## config.mk

```make
export PLATFORM = sky130hd
export DESIGN_NAME = galois_lfsr_gen
export DESIGN_NICKNAME = d
export VERILOG_FILES = /design/src/rtl/galois_lfsr_gen.sv
export SDC_FILE = /design/constraint.sdc
export NUM_CORES = 1
export LEC_CHECK = 0
export BUFFER_PORTS_ARGS = -buffer_cell sky130_fd_sc_hd__clkbuf_2
export CAP_MARGIN = 40
export CORE_MARGIN = 5
export CORE_UTILIZATION = 52
export DETAILED_ROUTE_END_ITERATION = 7
export PLACE_DENSITY_LB_ADDON = 0.2
export SKIP_CTS_REPAIR_TIMING = 1
export SLEW_MARGIN = 0
export SYNTH_ARGS = -nofsm -noshare
export SYNTH_HDL_FRONTEND = slang
export SYNTH_SLANG_ARGS = --single-unit
```

## constraint.sdc

```tcl
create_clock -name clk -period 1.85 [get_ports clk]
set_clock_uncertainty 0.05 [all_clocks]
set_input_delay 0.37 -clock clk [delete_from_list [all_inputs] [get_ports clk]]
set_output_delay 0.37 -clock clk [all_outputs]
set_load 0.005 [all_outputs]
```

## src/rtl/galois_lfsr_gen.sv

```systemverilog
// Parametrised Galois LFSR with seed load, lockup FSM and period monitor.
// Optional LFSR_LOCKUP_RECOVER_EN: an enabled edge in LOCK reloads SEED.
module galois_lfsr_gen #(
  parameter int unsigned      WIDTH = 5,
  parameter logic [WIDTH-1:0] TAPS  = 5'b10100,
  parameter logic [WIDTH-1:0] SEED  = WIDTH'(1)
) (
  input  logic             clk,
  input  logic             arst_n,
  input  logic             en,
  input  logic             load,
  input  logic [WIDTH-1:0] load_val,
  output logic [WIDTH-1:0] lfsr,
  output logic             bit_out,
  output logic [WIDTH-1:0] period,
  output logic             period_valid,
  output logic             lockup
);

  typedef enum logic [1:0] {
    IDLE,
    RUN,
    LOCK
  } state_t;

  state_t           state;
  state_t           state_nxt;
  logic [WIDTH-1:0] start;
  logic [WIDTH-1:0] cnt;
  logic [WIDTH-1:0] nxt;
  logic             do_step;
  logic             do_seed;
  logic             hit;

  assign bit_out = lfsr[0];
  assign nxt     = (lfsr >> 1) ^ (lfsr[0] ? TAPS : '0);
  assign hit     = do_step && (nxt == start);

  // State register
  always_ff @(posedge clk or negedge arst_n) begin
    if (!arst_n) state <= IDLE;
    else         state <= state_nxt;
  end

  // Next state and step/reseed decisions; load outranks everything
  always_comb begin
    state_nxt = state;
    do_step   = 1'b0;
    do_seed   = 1'b0;
    if (load) begin
      if (load_val == '0) state_nxt = LOCK;
      else if (en)        state_nxt = RUN;
      else                state_nxt = IDLE;
    end else begin
      unique case (state)
        IDLE, RUN: begin
          state_nxt = en ? RUN : IDLE;
          do_step   = en;
        end
        LOCK: begin
`ifdef LFSR_LOCKUP_RECOVER_EN
          if (en) begin
            do_seed   = 1'b1;
            state_nxt = RUN;
          end
`else
          state_nxt = LOCK;
`endif
        end
        default: state_nxt = IDLE;
      endcase
    end
  end

  // Register, start value, step counter and period monitor
  always_ff @(posedge clk or negedge arst_n) begin
    if (!arst_n) begin
      lfsr         <= SEED;
      start        <= SEED;
      cnt          <= '0;
      period       <= '0;
      period_valid <= 1'b0;
      lockup       <= 1'b0;
    end else begin
      period_valid <= hit;
      if (load) begin
        lfsr   <= load_val;
        start  <= load_val;
        cnt    <= '0;
        lockup <= (load_val == '0);
      end else if (do_seed) begin
        lfsr   <= SEED;
        start  <= SEED;
        cnt    <= '0;
        lockup <= 1'b0;
      end else if (do_step) begin
        lfsr <= nxt;
        if (hit) begin
          period <= cnt + WIDTH'(1);
          cnt    <= '0;
        end else begin
          cnt <= cnt + WIDTH'(1);
        end
      end
    end
  end

endmodule

```

==> results of run 1 <==
[final timing paths]
| check | startpoint | endpoint | slack, ps | depth (start not counted) |
|---|---|---|---|---|
| max | lfsr[0] | period[1] | 90 | 4 |
| min | arst_n | lfsr[1] | -7 | 1 |
| max reg2reg | lfsr[0] | period[1] | 90 | 4 |
| min reg2reg | state[0] | state[1] | 400 | 1 |
| max in group asynchronous | arst_n | cnt[4] | 1380 | 1 |
| min in group clk | en | state[0] | 260 | 2 |
[registers in the layout, summed over array words and instances (netlist names)]
name	flops
start	5
state	2
period	5
lfsr	5
cnt	5
lockup	1
period_valid	1
[cells in the final DEF, fill, tap and decap left out, drive strengths merged]
cell,Yosys,routed
clkbuf,3,24
dfrtp,22,22
o21ai,10,10
inv,8,8
nand2,7,7
xor2,6,6
mux2i,6,6
mux2,5,5
a22o,4,4
xnor2,3,3
nand3,3,3
nor2,2,2
a21oi,2,2
dfstp,2,2
buf,1,2
nor4,2,2
nand2b,1,1
and3,1,1
a21boi,1,1
and2,1,1
a211o,1,1
ha,1,1
[logic make-up after synthesis]
| kind of cell | share of synthesized area (%) |
|---|---|
| DFF | 55.1 |
| AOI/OAI and AO/OA | 10.2 |
| xor gates and xnor gates | 7.21 |
| buffers and inverters | 4.46 |
| muxes | 12.0 |
| and+or+nand+nor | 9.84 |
| adders and majority gates | 1.14 |
[layout make-up]
cell class	count	area, um2
Fill cell	170	731
Sequential cell	24	603
Multi-Input combinational cell	56	442
Timing Repair Buffer	23	120
Tap cell	27	33.8
Inverter	8	30.0
Clock buffer	3	22.5
[power by group through the flow]
stage / clock (mW) / combinational (mW) / sequential [mW]
final: 0.213 / 0.177 / 0.607
after floorplan: 0 / 0.114 / 0.610
after detailed placement: 0 / 0.182 / 0.616
after CTS: 0.225 / 0.181 / 0.607
after global routing: 0.250 / 0.197 / 0.613
after global placement: 0 / 0.178 / 0.614
[metrics by stage]
step,power (mW),cells,setup slack (ps)
3_5_place_dp,0.798,138,84.1
3_3_place_gp,0.793,138,152
5_1_grt,1.06,141,20.0
6_report,0.997,141,94.1
4_1_cts,1.01,141,86.4
2_1_floorplan,0.724,92,169
[routing by layer]
layer  up-vias  track usage, %  wire (um)
li1        359               -          -
met1       344            16.6        899
met2        20            24.0        903
met3         2            2.78        103
met4         0            7.12         23
met5         -               0          0
==> summary.txt, run 1 <==
Run status
  • Run status: finished with violations
  • Violated checks: hold timing

Job
  • Max cap viols: 0

Critical path
  • Longest individual stage delay on the worst path: 610 ps
  • Buf+Inv Stages, Crit Path: 0
  • CP Data Arrival Time: 1900 ps
  • Crit Path Category: reg2reg
  • Highest fanout seen on the critical path: 6
  • Required time worst endpoint: about 2000 ps
  • Largest delay share family, worst path: flip-flops
  • Critical-path top delay cell: sky130_fd_sc_hd__dfstp_2
  • Worst Setup End Kind: register
  • Cell-by-cell listing of the critical path: xor2_1 -> nor4_4 -> nand3_4 -> mux2_4
  • Element type at the critical path start: register

Floorplan
  • Height of the chip: approximately 56 um
  • Placeable core region: 1980 um2
  • Row count: 16
  • Initial core utilization: 55.2%
  • Die Span X: 55.9 um
  • I/O pin count: 22
  • DIE AREA: about 3100 um2

Synthesis
  • Synth Area per Inst: 11.9 um2
  • YS warnings: 0
  • Synthesized netlist cell count: 92
  • Post-synth design cell area: 1090 um2
  • Top cells by count, synth: 22 x sky130_fd_sc_hd__dfrtp_1, 10 x sky130_fd_sc_hd__o21ai_0, 8 x sky130_fd_sc_hd__inv_1
  • Most area-consuming cells after synthesis: sky130_fd_sc_hd__dfrtp_1 50%, sky130_fd_sc_hd__mux2i_1 5.5%, sky130_fd_sc_hd__mux2_4 5.5%
  • Most frequently used cell type in the post-synthesis netlist: sky130_fd_sc_hd__dfrtp_1
  • Register area share after synthesis: 55.1%
  • Share of the synthesized area in the top cell type: 50.3%
  • Number of register bits inferred by synthesis: 24
  • Post-synth ARST share: 100%
  • Top cell type by total area after synthesis: sky130_fd_sc_hd__dfrtp_1
  • Post-synth EDFFs: 0
  • Distinct cell type count of the synthesized netlist: 25
  • Predominant post-synthesis flop cell: sky130_fd_sc_hd__dfrtp_1
  • Syn Nets: 102

Place
  • Placed wire-length estimate after detailed placement: approximately 1.5 mm
  • Final RePlAce weighted congestion: 0.805
  • Placement-stage cell area: between 1000 and 1500 um2
  • Port-buffer cells: 21

Finish
  • Count of nets after finishing: 126
  • Final cell utilization of the core: 63.1%
  • Number of diodes added for antenna fixing: 0
  • Fraction of layout instances using a drive strength above 1: 30.7%
  • Area added between synthesis and finish: 14.4%
  • Design Area, Final: 1250 um2

Clock tree
  • Longest Clk Path Bufs: 2
  • Number of levels the H-tree was split into: 1
  • Number of clock buffers inserted by TritonCTS: 3
  • Clock network latency to the later pin of the worst-skew pair: 300 ps
  • CTS tree: done
  • Clock transition at the register clock pins on the worst setup and hold paths after CTS: 120 ps
  • Master cell of the clock root buffer: sky130_fd_sc_hd__clkbuf_4
  • Sinks on the clock net: 24

STA
  • Relative slew margins: roughly three fifths
  • Unrepaired setup endpoints after global routing: false
  • Final Setup Violations: 0
  • Final number of max-transition violations: 0
  • Final hold violations: 22
  • Peak clock frequency supported by timing: roughly 570 MHz
  • Setup tns final: 0 ps
  • Slew at the pin closest to its max-slew limit: 577 ps
  • Min cycle time layout: 1760 ps
  • Share of the cycle needed by the critical path after routing: 94.9%
  • Smallest hold slack: -6.84 ps

GRT
  • Pin count of the biggest net entering global routing: 25
  • GR Util All Layers: 14.0%
  • Antenna violations before repair: 0
  • First-pass GRT wire length: 3.37 mm
  • Number of global-route vias before repair: 764
  • Global-route congestion overflow total: 0

Hold path
  • Min-delay worst type: in2async

Pwr
  • Cell-internal power: 727 uW
  • Switching Power: 271 uW
  • Relative contribution of the clock network to total power: 21.4%
  • Combinational fraction of design power: 17.8%
  • Switching power share of the total: 27.1%
  • P_leak: 0.659 nW
  • Worst supply voltage drop on vdd: 557 uV
  • Sequential share of power: 60.8%
  • Power density over cell area: 797 nW/um2

Route
  • Via-per-instance ratio: 5.14
  • Drt first-iter violations: 9
  • Routed length per instance: 13.7 um
  • DRC violation count after routing: 0
  • Final ANT Viol Nets: 0
  • Aggregate routed wire length: between 1.5 and 2 mm
  • DR vias: approximately 730
  • First-pass detailed-route iteration total: 4
Power figures use the tool's default switching activity.
==> run 2, diff against run 1 <==
--- a/config.mk
+++ b/config.mk
@@ -5,10 +5,12 @@
 export SDC_FILE = /design/constraint.sdc
 export NUM_CORES = 1
 export LEC_CHECK = 0
+export ABC_AREA = 1
 export BUFFER_PORTS_ARGS = -buffer_cell sky130_fd_sc_hd__clkbuf_2
 export CAP_MARGIN = 40
+export CORE_ASPECT_RATIO = 1.75
 export CORE_MARGIN = 5
-export CORE_UTILIZATION = 52
+export CORE_UTILIZATION = 54
 export DETAILED_ROUTE_END_ITERATION = 7
 export PLACE_DENSITY_LB_ADDON = 0.2
 export SKIP_CTS_REPAIR_TIMING = 1
@@ -16,3 +18,4 @@
 export SYNTH_ARGS = -nofsm -noshare
 export SYNTH_HDL_FRONTEND = slang
 export SYNTH_SLANG_ARGS = --single-unit
+export TNS_END_PERCENT = 10
==> summary.txt, run 2 <==
Run status
  • Run status: complete, no violations (was finished with violations)

Floorplan
  • Height of the chip: 73.3 um (was 55.9 um)
  • Die Span X: 46.2 um (was 55.9 um)
  • Initial core utilization: 55.1% (was 55.2%)
  • I/O pin count: 22 (unchanged)
  • Row count: 23 (was 16)
  • Placeable core region: 2240 um2 (was 1980 um2)
  • DIE AREA: 3380 um2 (was 3120 um2)

STA
  • Final WS setup: 463 ps (was 94.1 ps)
  • Final hold violations: 0 (was 22)
  • Peak clock frequency supported by timing: 721 MHz (was 570 MHz)
  • Final Setup Violations: 0 (unchanged)
  • Unrepaired setup endpoints after global routing: false (unchanged)
  • Slew at the pin closest to its max-slew limit: 580 ps (was 577 ps)
  • Relative slew margins: 61.4% (was 61.5%)
  • Share of the cycle needed by the critical path after routing: 74.9% (was 94.9%)
  • Min cycle time layout: 1390 ps (was 1760 ps)
  • Setup tns final: 0 ps (unchanged)
  • Final number of max-transition violations: 0 (unchanged)

Finish
  • Fin cells: 192 (was 141)
  • Sequential standard cell area: 603 um2 (unchanged)
  • Count of nets after finishing: 178 (was 126)
  • Fill cell total of the finished layout: 199 (was 170)
  • Number of diodes added for antenna fixing: 0 (unchanged)
  • Area added between synthesis and finish: 13.7% (was 14.4%)
  • Most frequent standard cell in the layout excluding fill and tap cells: sky130_fd_sc_hd__nand2_1 (was sky130_fd_sc_hd__dfrtp_1)
  • Design Area, Final: 1410 um2 (was 1250 um2)
  • Fraction of layout instances using a drive strength above 1: 28.7% (was 30.7%)
  • Commonest non-fill, non-tap cells in the layout: 49 x sky130_fd_sc_hd__nand2_1, 22 x sky130_fd_sc_hd__dfrtp_1, 21 x sky130_fd_sc_hd__clkbuf_2 (was 22 x sky130_fd_sc_hd__dfrtp_1, 21 x sky130_fd_sc_hd__clkbuf_2, 10 x sky130_fd_sc_hd__o21ai_0)
  • Area taken by multi-input logic gates: 542 um2 (was 442 um2)

Synthesis
  • Top cells by count, synth: 49 x sky130_fd_sc_hd__nand2_1, 22 x sky130_fd_sc_hd__dfrtp_1, 15 x sky130_fd_sc_hd__inv_1 (was 22 x sky130_fd_sc_hd__dfrtp_1, 10 x sky130_fd_sc_hd__o21ai_0, 8 x sky130_fd_sc_hd__inv_1)
  • Synth Area per Inst: 8.58 um2 (was 11.9 um2)
  • Register area share after synthesis: 48.8% (was 55.1%)
  • Most frequently used cell type in the post-synthesis netlist: sky130_fd_sc_hd__nand2_1 (was sky130_fd_sc_hd__dfrtp_1)
  • Post-synth design cell area: 1240 um2 (was 1090 um2)
  • Predominant post-synthesis flop cell: sky130_fd_sc_hd__dfrtp_1 (unchanged)
  • Distinct cell type count of the synthesized netlist: 26 (was 25)
  • Post-synth EDFFs: 0 (unchanged)
  • Most area-consuming cells after synthesis: sky130_fd_sc_hd__dfrtp_1 45%, sky130_fd_sc_hd__nand2_1 15%, sky130_fd_sc_hd__inv_1 4.6% (was sky130_fd_sc_hd__dfrtp_1 50%, sky130_fd_sc_hd__mux2i_1 5.5%, sky130_fd_sc_hd__mux2_4 5.5%)
  • Share of the synthesized area in the top cell type: 44.5% (was 50.3%)
  • YS warnings: 0 (unchanged)
  • Top cell type by total area after synthesis: sky130_fd_sc_hd__dfrtp_1 (unchanged)
  • Synthesized netlist cell count: 144 (was 92)
  • Number of register bits inferred by synthesis: 24 (unchanged)
  • Syn Nets: 154 (was 102)
  • Post-synth ARST share: 100% (unchanged)

Place
  • Port-buffer cells: 21 (unchanged)
  • Final RePlAce weighted congestion: 0.855 (was 0.805)
  • Cell count after placement: 188 (was 138)
  • Placed wire-length estimate after detailed placement: 2.04 mm (was 1.51 mm)
  • Worst-case setup slack after placement: 496 ps (was 84.1 ps)
  • Placement-stage cell area: 1360 um2 (was 1230 um2)

Critical path
  • Required time worst endpoint: 1430 ps (was 2000 ps)
  • CP Data Arrival Time: 970 ps (was 1900 ps)
  • Crit Path Category: reg2out (was reg2reg)
  • Highest fanout seen on the critical path: 5 (was 6)
  • Buf+Inv Stages, Crit Path: 1 (was 0)
  • Launch instance of the worst register-to-register path: lfsr[0] (unchanged)
  • Worst reg-to-reg setup slack: 480 ps (was 90 ps)
  • Critical R2R Capture: period[2] (was period[1])
  • Cell-by-cell listing of the critical path: clkbuf_2 (was xor2_1 -> nor4_4 -> nand3_4 -> mux2_4)
  • Worst Setup End Kind: output pin (was register)
  • Worst-case reg-to-reg path depth: 7 (was 4)
  • Longest individual stage delay on the worst path: 580 ps (was 610 ps)
  • Critical-path top delay cell: sky130_fd_sc_hd__dfstp_2 (unchanged)
  • Element type at the critical path start: register (unchanged)
  • Largest delay share family, worst path: flip-flops (unchanged)

GRT
  • GR Util All Layers: 17.5% (was 14.0%)
  • Antenna violations before repair: 0 (unchanged)
  • Global-route congestion overflow total: 0 (unchanged)
  • First-pass GRT wire length: 4.31 mm (was 3.37 mm)
  • Number of global-route vias before repair: 1074 (was 764)
  • Pin count of the biggest net entering global routing: 25 (unchanged)

Route
  • First-pass detailed-route iteration total: 4 (unchanged)
  • DR vias: 1003 (was 725)
  • DRC violation count after routing: 0 (unchanged)
  • Aggregate routed wire length: 2.52 mm (was 1.93 mm)
  • Routed length per instance: 13.1 um (was 13.7 um)
  • Drt first-iter violations: 25 (was 9)
  • Via-per-instance ratio: 5.22 (was 5.14)
  • Final ANT Viol Nets: 0 (unchanged)

Hold path
  • Min-delay worst type: in2async (unchanged)

Pwr
  • P_leak: 0.790 nW (was 0.659 nW)
  • Worst supply voltage drop on vdd: 411 uV (was 557 uV)
  • Power density over cell area: 833 nW/um2 (was 797 nW/um2)

Clock tree
  • Master cell of the clock root buffer: sky130_fd_sc_hd__clkbuf_8 (was sky130_fd_sc_hd__clkbuf_4)
  • CTS tree: done (unchanged)
  • Number of levels the H-tree was split into: 1 (unchanged)
  • Clock transition at the register clock pins on the worst setup and hold paths after CTS: 80 ps (was 120 ps)
  • Sinks on the clock net: 24 (unchanged)
  • Longest Clk Path Bufs: 2 (unchanged)
  • Clock network latency to the later pin of the worst-skew pair: 260 ps (was 300 ps)
  • Number of clock buffers inserted by TritonCTS: 3 (unchanged)

Job
  • Max cap viols: 0 (unchanged)
==> run 2: changes by cell type after synthesis, sizes merged, moves of 5 or more <==
cell | previous run | this run
inv | 8 | 21
nor2 | 2 | 8
nand4 | 0 | 6
nand2 | 7 | 59
mux2i | 6 | 0
xor2 | 6 | 1
mux2 | 5 | 0
==> run 2: power by group <==
part	switching, mW	total (mW)	internal (mW)
logic	0.159	0.249	0.0902
registers	0.0368	0.609	0.573
clock network	0.158	0.311	0.153
==> run 2: metrics by stage <==
| step | hold WS (ps) | utilization, % | power (mW) |
|---|---|---|---|
| 3_3_place_gp | 342 | 60.6 | 0.866 |
| 3_5_place_dp | 344 | 60.6 | 0.873 |
| 2_1_floorplan | 24.4 | - | 0.785 |
| 4_1_cts | 57.2 | 62.6 | 1.18 |
| 6_report | 39.4 | 62.6 | 1.17 |
| 5_1_grt | 82.8 | 62.6 | 1.24 |
==> run 2: cells by family after synthesis <==
family	Yosys count	share of synthesized area, %
buffers and inverters	23	7.39
AOI/OAI and AO/OA	11	5.87
xor gates and xnor gates	4	2.83
adders and majority gates	1	1.01
DFF	24	48.8
and+or+nand+nor	81	34.1
==> run 2: area by class of cell <==
type | instances | area share (%)
Multi-Input combinational cell | 97 | 38.6
Inverter | 21 | 5.61
Clock buffer | 4 | 3.21
Timing Repair Buffer | 21 | 7.48
Sequential cell | 24 | 42.9
Tap cell | 25 | 2.23
==> run 2: layer usage <==
layer / share of wire (%) / wire length [um] / global-route usage, % / vias up
met4: 1.7 / 42 / 9.49 / 0
li1: - / - / - / 498
met5: 0 / 0 / 0 / -
met1: 37 / 937 / 18.3 / 480
met2: 58 / 1450 / 31.6 / 21
met3: 3.6 / 90 / 2.45 / 4
==> run 2: how the worst max path moves through the flow <==
stage                        from   endpoint  slack [ps]  cells after the start
after CTS                 lfsr[0]    bit_out         460                      1
after detailed placement  lfsr[0]  period[2]         500                      7
after floorplan           lfsr[0]     cnt[3]         590                      9
after global placement    lfsr[0]  period[0]         510                      7
after global routing      lfsr[0]  period[3]         390                      7
final                     lfsr[0]    bit_out         460                      1
==> run 2: worst reg2reg max path, stage by stage (launching register included) <==
cell                      delay, ps
sky130_fd_sc_hd__dfstp_2        580
sky130_fd_sc_hd__inv_2           80
sky130_fd_sc_hd__nand2_2         80
sky130_fd_sc_hd__nand3_2         90
sky130_fd_sc_hd__nand2_4        130
sky130_fd_sc_hd__nand4_4        120
sky130_fd_sc_hd__nand2_1         90
sky130_fd_sc_hd__nand2_1         50
==> run 3, diff against run 2 <==
--- a/config.mk
+++ b/config.mk
@@ -5,12 +5,12 @@
 export SDC_FILE = /design/constraint.sdc
 export NUM_CORES = 1
 export LEC_CHECK = 0
-export ABC_AREA = 1
+export ABC_AREA = 0
 export BUFFER_PORTS_ARGS = -buffer_cell sky130_fd_sc_hd__clkbuf_2
 export CAP_MARGIN = 40
 export CORE_ASPECT_RATIO = 1.75
 export CORE_MARGIN = 5
-export CORE_UTILIZATION = 54
+export CORE_UTILIZATION = 47
 export DETAILED_ROUTE_END_ITERATION = 7
 export PLACE_DENSITY_LB_ADDON = 0.2
 export SKIP_CTS_REPAIR_TIMING = 1
==> constraint.sdc (replaced) <==
create_clock -name clk -period 1.14 [get_ports clk]
set_clock_uncertainty 0.05 [all_clocks]
set_input_delay 0.228 -clock clk [delete_from_list [all_inputs] [get_ports clk]]
set_output_delay 0.228 -clock clk [all_outputs]
set_load 0.005 [all_outputs]
==> summary.txt, run 3 (synthesis results as in run 1) <==
Place
  • Placed wire-length estimate after detailed placement: 1.83 mm (was 2.04 mm)
  • Placement-stage cell area: 1340 um2 (was 1360 um2)
  • Port-buffer cells: 21 (unchanged)
  • Final RePlAce weighted congestion: 0.846 (was 0.855)

Clock tree
  • Sinks on the clock net: 24 (unchanged)
  • Longest Clk Path Bufs: 2 (unchanged)
  • Master cell of the clock root buffer: sky130_fd_sc_hd__clkbuf_8 (unchanged)
  • Number of levels the H-tree was split into: 1 (unchanged)
  • Clock network latency to the later pin of the worst-skew pair: 270 ps (was 260 ps)
  • CTS tree: done (unchanged)
  • Clock transition at the register clock pins on the worst setup and hold paths after CTS: 80 ps (about the same)
  • Number of clock buffers inserted by TritonCTS: 3 (unchanged)

Floorplan
  • Die Span X: 46.5 um (was 46.2 um)
  • DIE AREA: 3430 um2 (was 3380 um2)
  • Placeable core region: 2270 um2 (was 2240 um2)
  • Initial core utilization: 48.1% (was 55.1%)
  • Row count: 23 (unchanged)
  • Height of the chip: 73.8 um (was 73.3 um)
  • I/O pin count: 22 (unchanged)

GRT
  • Number of global-route vias before repair: 872 (was 1074)
  • GR Util All Layers: 15.1% (was 17.5%)
  • GRT met2 Usage: 28.7% (was 31.6%)
  • Met1 Use GR: 15.4% (was 18.3%)
  • Pin count of the biggest net entering global routing: 17 (was 25)
  • Antenna violations before repair: 0 (unchanged)
  • First-pass GRT wire length: 3.73 mm (was 4.31 mm)
  • Global-route congestion overflow total: 0 (unchanged)
  • Global-route met3 utilization: 2.21% (was 2.45%)
  • Busiest layer in global routing: met2 (unchanged)

Finish
  • Count of nets after finishing: 139 (was 178)
  • Design Area, Final: 1460 um2 (was 1410 um2)
  • Fraction of layout instances using a drive strength above 1: 40.6% (was 28.7%)
  • Area added between synthesis and finish: 33.4% (was 13.7%)
  • Commonest non-fill, non-tap cells in the layout: 22 x sky130_fd_sc_hd__dfrtp_1, 19 x sky130_fd_sc_hd__clkbuf_2, 8 x sky130_fd_sc_hd__inv_1, 8 x sky130_fd_sc_hd__o21ai_0, 8 x sky130_fd_sc_hd__buf_4 (was 49 x sky130_fd_sc_hd__nand2_1, 22 x sky130_fd_sc_hd__dfrtp_1, 21 x sky130_fd_sc_hd__clkbuf_2)
  • Most frequent standard cell in the layout excluding fill and tap cells: sky130_fd_sc_hd__dfrtp_1 (was sky130_fd_sc_hd__nand2_1)
  • Number of diodes added for antenna fixing: 0 (unchanged)

STA
  • Final hold violations: 0 (unchanged)
  • Smallest hold slack: 128 ps (was 39.4 ps)
  • Unrepaired setup endpoints after global routing: true (was false)
  • Share of the cycle needed by the critical path after routing: 148%
  • Final WS setup: -549 ps (was 463 ps)
  • Peak clock frequency supported by timing: 592 MHz
  • Relative slew margins: 76.1% (was 61.4%)
  • Final Setup Violations: 18 (was 0)
  • Min cycle time layout: 1690 ps
  • Slew at the pin closest to its max-slew limit: 358 ps (was 580 ps)
  • Setup tns final: -6280 ps (was 0 ps)
  • Final number of max-transition violations: 0 (unchanged)

Pwr
  • Worst supply voltage drop on vdd: 864 uV (was 411 uV)
  • Power density over cell area: 1350 nW/um2 (was 833 nW/um2)
  • P_leak: 0.761 nW (was 0.790 nW)
  • Total Power Consumption: 1.98 mW (was 1.17 mW)

Route
  • First-pass detailed-route iteration total: 4 (unchanged)
  • Final ANT Viol Nets: 0 (unchanged)
  • Routed length per instance: 15.7 um (was 13.1 um)
  • DR vias: 807 (was 1003)
  • DRC violation count after routing: 0 (unchanged)
  • Aggregate routed wire length: 2.40 mm (was 2.52 mm)
  • Via-per-instance ratio: 5.27 (was 5.22)
  • Drt first-iter violations: 11 (was 25)

Critical path
  • CP Data Arrival Time: 1800 ps (was 970 ps)
  • Worst Setup End Kind: register (was output pin)
  • Element type at the critical path start: register (unchanged)
  • Required time worst endpoint: 1250 ps (was 1430 ps)
  • Highest fanout seen on the critical path: 5 (unchanged)
  • Crit Path Category: reg2reg (was reg2out)

Run status
  • Run status: finished with violations (was complete, no violations)
  • Violated checks: setup timing

Job
  • Max cap viols: 0 (unchanged)

Hold path
  • Min-delay worst type: in2reg (was in2async)
[run 3: cell types whose count changed in the layout (fill, tap and decap cells not counted), sizes merged, moves of 5 or more]
cell	change
buf	+16
inv	-13
mux2	+5
mux2i	+6
nand2	-52
nand4	-6
nor2	-6
xor2	+5
[run 3: power by group]
part	total [mW]	internal (mW)	switching (mW)
Clock	0.576	0.308	0.268
Sequential	0.977	0.923	0.0538
Combinational	0.423	0.225	0.199
[run 3: cell type report]
cell class,instances,area (um2)
clock buffers,4,55.1
flip-flops and latches,24,603
inverters,8,30.0
multi-input cells,56,472
repair buffers,36,268
well taps,25,31.3
fillers,179,815
[run 3: final timing paths]
| kind | from | endpoint | slack [ps] | depth (start not counted) |
|---|---|---|---|---|
| min in group asynchronous | arst_n | period[4] | 330 | 2 |
| max in group asynchronous | arst_n | start[0] | 250 | 3 |
| setup reg to reg | start[0] | period[4] | -550 | 4 |
| setup / recovery | start[0] | period[4] | -550 | 4 |
| hold reg to reg | state[0] | state[1] | 390 | 1 |
| hold / removal | load_val[0] | lfsr[0] | 130 | 3 |
[run 3: layer usage]
metal | wire length [um] | share of wire, %
met1 | 862 | 36
met2 | 1410 | 59
met5 | 0 | 0
met3 | 86 | 3.6
met4 | 31 | 1.3
[run 3: critical path, cell delays in order (launching register included)]
cell,delay (ps)
sky130_fd_sc_hd__dfstp_2,560
sky130_fd_sc_hd__xor2_2,90
sky130_fd_sc_hd__nor4_4,400
sky130_fd_sc_hd__nand3_4,160
sky130_fd_sc_hd__mux2_4,320
[run 3: per-stage QoR]
step,worst slack [ps],utilization [%],instances
finish,-549,64.2,153
global route,-630,64.2,153
CTS,-530,61.2,151
detailed placement,-515,58.8,147
global placement,-470,58.8,147
floorplan,-468,-,92
